File: src/rtl/ieee488_source_ctrl.sv
// IEEE-488 source handshake controller: byte FIFO feeding a DAV/NRFD/NDAC talker FSM.
// Optional handshake timeout is built when IEEE488_SOURCE_TIMEOUT_EN is defined.
module ieee488_source_ctrl #(
    parameter int FIFO_DEPTH    = 4,
    parameter int SETTLE_TICKS  = 2,
    parameter int TIMEOUT_TICKS = 4096
) (
    input  logic       clk,
    input  logic       reset,
    input  logic       ce,
    input  logic [7:0] wr_data,
    input  logic       wr_eoi,
    input  logic       wr_atn,
    input  logic       wr_valid,
    output logic       wr_ready,
    input  logic       ieee488_nrfd_i,
    input  logic       ieee488_ndac_i,
    output logic [7:0] ieee488_data_o,
    output logic       ieee488_dav_o,
    output logic       ieee488_eoi_o,
    output logic       ieee488_atn_o,
    output logic       busy,
    output logic       err,
    input  logic       err_clr
);

    localparam int AW = $clog2(FIFO_DEPTH);
    localparam int CW = $clog2(FIFO_DEPTH) + 1;
    localparam int SW = $clog2(SETTLE_TICKS + 1);

    generate
        if (FIFO_DEPTH < 2 || FIFO_DEPTH > 16 || (FIFO_DEPTH & (FIFO_DEPTH - 1)) != 0 ||
            SETTLE_TICKS < 1 || TIMEOUT_TICKS < 1) begin : g_param_check
            $error("ieee488_source_ctrl: illegal parameter value");
        end
    endgenerate

    typedef enum logic [2:0] {
        S_IDLE,
        S_SETTLE,
        S_WAIT_RFD,
        S_DAV_LOW,
        S_WAIT_NDAC_LOW,
        S_ERROR
    } state_t;

    state_t          state_q, state_d;
    logic [9:0]      mem_q [FIFO_DEPTH];
    logic [AW-1:0]   wr_ptr_q, rd_ptr_q;
    logic [CW-1:0]   count_q;
    logic [SW-1:0]   settle_q, settle_d;
    logic [7:0]      data_q, data_d;
    logic            dav_q, dav_d;
    logic            eoi_q, eoi_d;
    logic            atn_q, atn_d;
    logic            eoi_bit_q, eoi_bit_d;
    logic            err_q, err_d;

    logic            fifo_empty, fifo_full, push, pop, flush, enter_err;
    logic [9:0]      head;

    assign fifo_empty = (count_q == '0);
    assign fifo_full  = (count_q == CW'(FIFO_DEPTH));
    assign wr_ready   = !fifo_full;
    assign push       = wr_valid && !fifo_full && !err_q;
    assign flush      = (state_q == S_ERROR);
    assign head       = mem_q[rd_ptr_q];

    always_ff @(posedge clk) begin
        if (push) begin
            mem_q[wr_ptr_q] <= {wr_atn, wr_eoi, wr_data};
        end
    end

    always_ff @(posedge clk or posedge reset) begin
        if (reset) begin
            wr_ptr_q <= '0;
            rd_ptr_q <= '0;
            count_q  <= '0;
        end else if (flush) begin
            wr_ptr_q <= '0;
            rd_ptr_q <= '0;
            count_q  <= '0;
        end else begin
            if (push) wr_ptr_q <= wr_ptr_q + 1'b1;
            if (pop)  rd_ptr_q <= rd_ptr_q + 1'b1;
            unique case ({push, pop})
                2'b10:   count_q <= count_q + 1'b1;
                2'b01:   count_q <= count_q - 1'b1;
                default: count_q <= count_q;
            endcase
        end
    end

`ifdef IEEE488_SOURCE_TIMEOUT_EN
    localparam int TW = $clog2(TIMEOUT_TICKS + 1);
    logic [TW-1:0] tmo_q, tmo_d;
    logic          hs_state;

    assign hs_state = (state_q == S_WAIT_RFD) || (state_q == S_DAV_LOW) ||
                      (state_q == S_WAIT_NDAC_LOW);

    // Reloads on every state change, so each handshake phase gets its own budget.
    always_comb begin
        tmo_d = tmo_q;
        if (!hs_state || state_d != state_q) begin
            tmo_d = TW'(TIMEOUT_TICKS - 1);
        end else if (ce) begin
            tmo_d = tmo_q - 1'b1;
        end
    end

    always_ff @(posedge clk or posedge reset) begin
        if (reset) tmo_q <= TW'(TIMEOUT_TICKS - 1);
        else       tmo_q <= tmo_d;
    end
`endif

    always_comb begin
        state_d   = state_q;
        settle_d  = settle_q;
        data_d    = data_q;
        dav_d     = dav_q;
        eoi_d     = eoi_q;
        atn_d     = atn_q;
        eoi_bit_d = eoi_bit_q;
        pop       = 1'b0;

        unique case (state_q)
            S_IDLE: begin
                if (ce) begin
                    if (!fifo_empty) begin
                        pop       = 1'b1;
                        data_d    = ~head[7:0];
                        atn_d     = ~head[9];
                        eoi_bit_d = head[8];
                        settle_d  = SW'(SETTLE_TICKS - 1);
                        state_d   = S_SETTLE;
                    end else begin
                        atn_d = 1'b1;
                    end
                end
            end
            // The pop tick already counts as the first tick of data stability.
            S_SETTLE: begin
                if (ce) begin
                    if (settle_q <= SW'(1)) state_d  = S_WAIT_RFD;
                    else                    settle_d = settle_q - 1'b1;
                end
            end
            S_WAIT_RFD: begin
                if (ce && ieee488_nrfd_i) begin
                    if (ieee488_ndac_i) begin
                        state_d = S_ERROR;
                    end else begin
                        dav_d   = 1'b0;
                        eoi_d   = ~eoi_bit_q;
                        state_d = S_DAV_LOW;
                    end
                end
            end
            S_DAV_LOW: begin
                if (ce && ieee488_ndac_i) begin
                    dav_d   = 1'b1;
                    eoi_d   = 1'b1;
                    state_d = S_WAIT_NDAC_LOW;
                end
            end
            S_WAIT_NDAC_LOW: begin
                if (ce && !ieee488_ndac_i) begin
                    data_d  = 8'hFF;
                    state_d = S_IDLE;
                end
            end
            S_ERROR: begin
                if (ce) state_d = S_IDLE;
            end
            default: state_d = S_IDLE;
        endcase

`ifdef IEEE488_SOURCE_TIMEOUT_EN
        if (ce && hs_state && tmo_q == '0 && state_d == state_q) begin
            state_d = S_ERROR;
        end
`endif

        enter_err = (state_d == S_ERROR) && (state_q != S_ERROR);
        if (enter_err) begin
            data_d = 8'hFF;
            dav_d  = 1'b1;
            eoi_d  = 1'b1;
            atn_d  = 1'b1;
        end

        err_d = err_q;
        if (err_clr)   err_d = 1'b0;
        if (enter_err) err_d = 1'b1;
    end

    always_ff @(posedge clk or posedge reset) begin
        if (reset) begin
            state_q   <= S_IDLE;
            settle_q  <= '0;
            data_q    <= 8'hFF;
            dav_q     <= 1'b1;
            eoi_q     <= 1'b1;
            atn_q     <= 1'b1;
            eoi_bit_q <= 1'b0;
            err_q     <= 1'b0;
        end else begin
            state_q   <= state_d;
            settle_q  <= settle_d;
            data_q    <= data_d;
            dav_q     <= dav_d;
            eoi_q     <= eoi_d;
            atn_q     <= atn_d;
            eoi_bit_q <= eoi_bit_d;
            err_q     <= err_d;
        end
    end

    assign ieee488_data_o = data_q;
    assign ieee488_dav_o  = dav_q;
    assign ieee488_eoi_o  = eoi_q;
    assign ieee488_atn_o  = atn_q;
    assign err            = err_q;
    assign busy           = !fifo_empty || (state_q != S_IDLE);

endmodule

File: config.mk
export PLATFORM = sky130hd
export DESIGN_NAME = ieee488_source_ctrl
export DESIGN_NICKNAME = d
export VERILOG_FILES = /design/src/rtl/ieee488_source_ctrl.sv
export SDC_FILE = /design/constraint.sdc
export NUM_CORES = 1
export LEC_CHECK = 0
export ABC_AREA = 0
export ABC_CLOCK_PERIOD_IN_PS = 2000
export CAP_MARGIN = 20
export CORE_MARGIN = 1.5
export CORE_UTILIZATION = 45
export DETAILED_ROUTE_END_ITERATION = 8
export PLACE_DENSITY = 0.68
export SLEW_MARGIN = 15
export SYNTH_ARGS = -nofsm -noshare
export SYNTH_HDL_FRONTEND = slang
export SYNTH_SLANG_ARGS = --single-unit
File: constraint.sdc
create_clock -name clk -period 2 [get_ports clk]
set_clock_uncertainty 0.2 [all_clocks]
set_input_delay 0.3 -clock clk [delete_from_list [all_inputs] [get_ports clk]]
set_output_delay 0.3 -clock clk [all_outputs]
set_load 0.02 [all_outputs]
==> results.json <==
{
  "status": "finished with violations",
  "violations": "setup timing",
  "regArea_mm2": 0.001841,
  "dieHeight_um": 84.08,
  "start_util_pct": 46.58,
  "critPathLaunch": "ce",
  "rsz0062_at_grt": "yes",
  "antenna_found_initial": 0,
  "p_per_area_mw_per_mm2": 1538,
  "cts_tree": "yes",
  "clock-root-buffer": "clkbuf_8",
  "io_pins": 31,
  "antenna_cells": 0,
  "port-buffer-count": 30,
  "slew_violations": 0,
  "multiInputGateArea_mm2": 0.001070,
  "worst_slack_ns": -0.1652,
  "row_count": 29,
  "vdd_drop_max_mv": 0.7803,
  "required_ns": 2.03,
  "final_cell_mix": "40 x edfxtp_1, 38 x buf_4, 25 x nand2_1",
  "postRouteAntennaNets": 0,
  "num-fill-cells": 483,
  "via_per_inst": 5.047,
  "yosysSeqAreaShare_pct": 62.23,
  "crit_type": "in -> reg",
  "wire_per_inst_um": 15.35,
  "postLayoutCellArea_mm2": 0.003975,
  "synth_area_leader_cell": "edfxtp_1",
  "endpoint": "count_q[2]",
  "tightest_slew_ns": 0.3408,
  "area_delta_synth_final_pct": 34.39,
  "gp_congestion": 0.8164,
  "hp-class": "in -> async",
  "yosys.area.top_type_share_pct": 40.61,
  "yosysUniqueCellTypes": 49,
  "grt_pass1_vias": 1843,
  "clkTransAtPathRegs_ns": 0.08,
  "reg2reg_slack_ns": -0.16,
  "cts_buffer_depth": 2,
  "cts.sinks": 65,
  "drt-initial-drc-count": 62,
  "synthesis.instances": 198,
  "final_common_cell": "edfxtp_1",
  "setup_viol": 2,
  "start_kind": "primary input",
  "gr-total-overflow": 0,
  "syn_area_mm2": 0.002958,
  "ys_top_cells_by_area": "edfxtp_1 41%, dfrtp_1 12%, dfstp_2 9.8%, mux4_2 7.6%, mux2i_1 3.4%",
  "syn_nets": 221,
  "power_mw": 6.115,
  "drt_first_pass_iters": 4,
  "final_nets": 300,
  "cts_made_buffers": 9,
  "grt_max_degree": 26,
  "drv_cap": 0,
  "fin_crit_ns": 2.165,
  "hold_violations": 0,
  "ys_warn_count": 0,
  "core_mm2": 0.006350,
  "vias": 1812,
  "reg2reg_from": "state_q[1]",
  "clk_latency_ns": 0.34,
  "grt_pass1_wl_um": 9004,
  "final.setup.tns_ns": -0.2860,
  "slew_headroom_pct": 77.24,
  "end_kind": "register",
  "drive_gt1_share_pct": 37.59,
  "wirelength_um": 5512,
  "r2r_cells": 7,
  "grt_use_total_pct": 16.91,
  "reg2reg_to": "count_q[2]",
  "die_w_um": 84.08,
  "crit_arrival_ns": 2.20,
  "max_freq_mhz": 461.8,
  "fin_crit_sh_pct": 108.3,
  "drc": 0,
  "cp_max_fo": 2,
  "htree_levels": 3,
  "synth-seq-cells": 65,
  "syn_avg_cell_area_um2": 14.94,
  "place_area_mm2": 0.003662,
  "p_leak_nw": 1.653,
  "dpl.hpwl_um": 3822,
  "die-area_mm2": 0.007069
}
-- final cells by class --
type,instances,area share [%]
Tap cell,77,2.424
Inverter,9,0.8499
Clock inverter,7,2.077
Multi-Input combinational cell,116,26.91
Timing Repair Buffer,76,18.32
Sequential cell,65,46.30
Clock buffer,9,3.116
-- kinds of logic after synthesis --
kind of cell / Yosys count / share of synthesized area [%]
DFF: 65 / 62.23
and+or+nand+nor: 62 / 10.91
muxes: 22 / 11.76
AOI/OAI and AO/OA: 20 / 6.727
buffers and inverters: 17 / 3.172
xor gates and xnor gates: 6 / 2.412
adders and majority gates: 6 / 2.792
-- power by group --
part,internal (mW),leakage [nW],switching [mW]
Combinational,1.46,0.894,1.32
Sequential,1.95,0.653,0.222
Clock,0.600,0.106,0.560
-- sequential cells by signal, summed over array words and instances, names as in the netlist --
name            cells
ieee488_dav_o       1
settle_q            2
wr_ptr_q            2
eoi_bit_q           1
ieee488_eoi_o       1
ieee488_atn_o       1
ieee488_data_o      8
err                 1
count_q             3
state_q             3
rd_ptr_q            2
mem_q              40
-- critical path, stage by stage --
cell and delay, ns:
clkdlybuf4s50_1 0.49, or4b_4 0.49, a211oi_4 0.20, fa_2 0.25, o2111ai_2 0.08, a21boi_2 0.17, xor2_1 0.14, nor2_1 0.06
-- metrics by stage --
stage / utilization [%] / std cells / hold WS, ns / worst slack, ns
floorplan: - / 198 / 0.1192 / -0.1818
global placement: 57.67 / 337 / 0.2556 / -0.4723
detailed placement: 57.67 / 337 / 0.2575 / -0.5139
CTS: 61.46 / 357 / 0.1069 / -0.1592
global route: 62.60 / 359 / 0.1462 / -0.2626
finish: 62.60 / 359 / 0.1094 / -0.1652
-- repair_timing --
item | CTS | global route
hold buffers | 0 | 0
buffers inserted | 4 | 3
cloned | 0 | 0
pin swaps | 3 | 4
setup endpoints to repair | 15 | 23
resized for setup | 10 | 17
-- synthesized netlist by cell type (all sizes together) --
master / instances
dfstp: 11
xor2: 3
mux2i: 10
a21boi: 2
xnor2: 3
buf: 7
nor3b: 1
o211ai: 1
or3: 2
o311ai: 2
a21oi: 3
nand3: 5
mux2: 2
edfxtp: 40
o22ai: 1
or3b: 1
ha: 5
nor2b: 3
o21ai: 3
and3: 4
a211oi: 1
a22oi: 1
and2: 1
clkbuf: 1
mux4: 10
dfrtp: 14
nand2b: 1
fa: 1
nand3b: 1
o2111ai: 4
or4b: 1
a31oi: 1
nor2: 13
nand2: 27
nor3: 1
o41ai: 1
inv: 9
nor4b: 1
-- how the worst min path moves through the flow --
stage / to
after CTS: state_q[2]
after floorplan: count_q[0]
after global placement: ieee488_eoi_o
after global routing: state_q[2]
final: state_q[2]
after detailed placement: ieee488_eoi_o
-- routing by layer --
layer | vias to the layer above | global-route usage [%] | wire length (um)
li1 | 895 | - | -
met1 | 868 | 22.05 | 2520
met2 | 41 | 26.69 | 2639
met3 | 8 | 4.352 | 244
met4 | 0 | 7.601 | 106
met5 | - | 0 | 0
(Power assumes the default switching activity.)
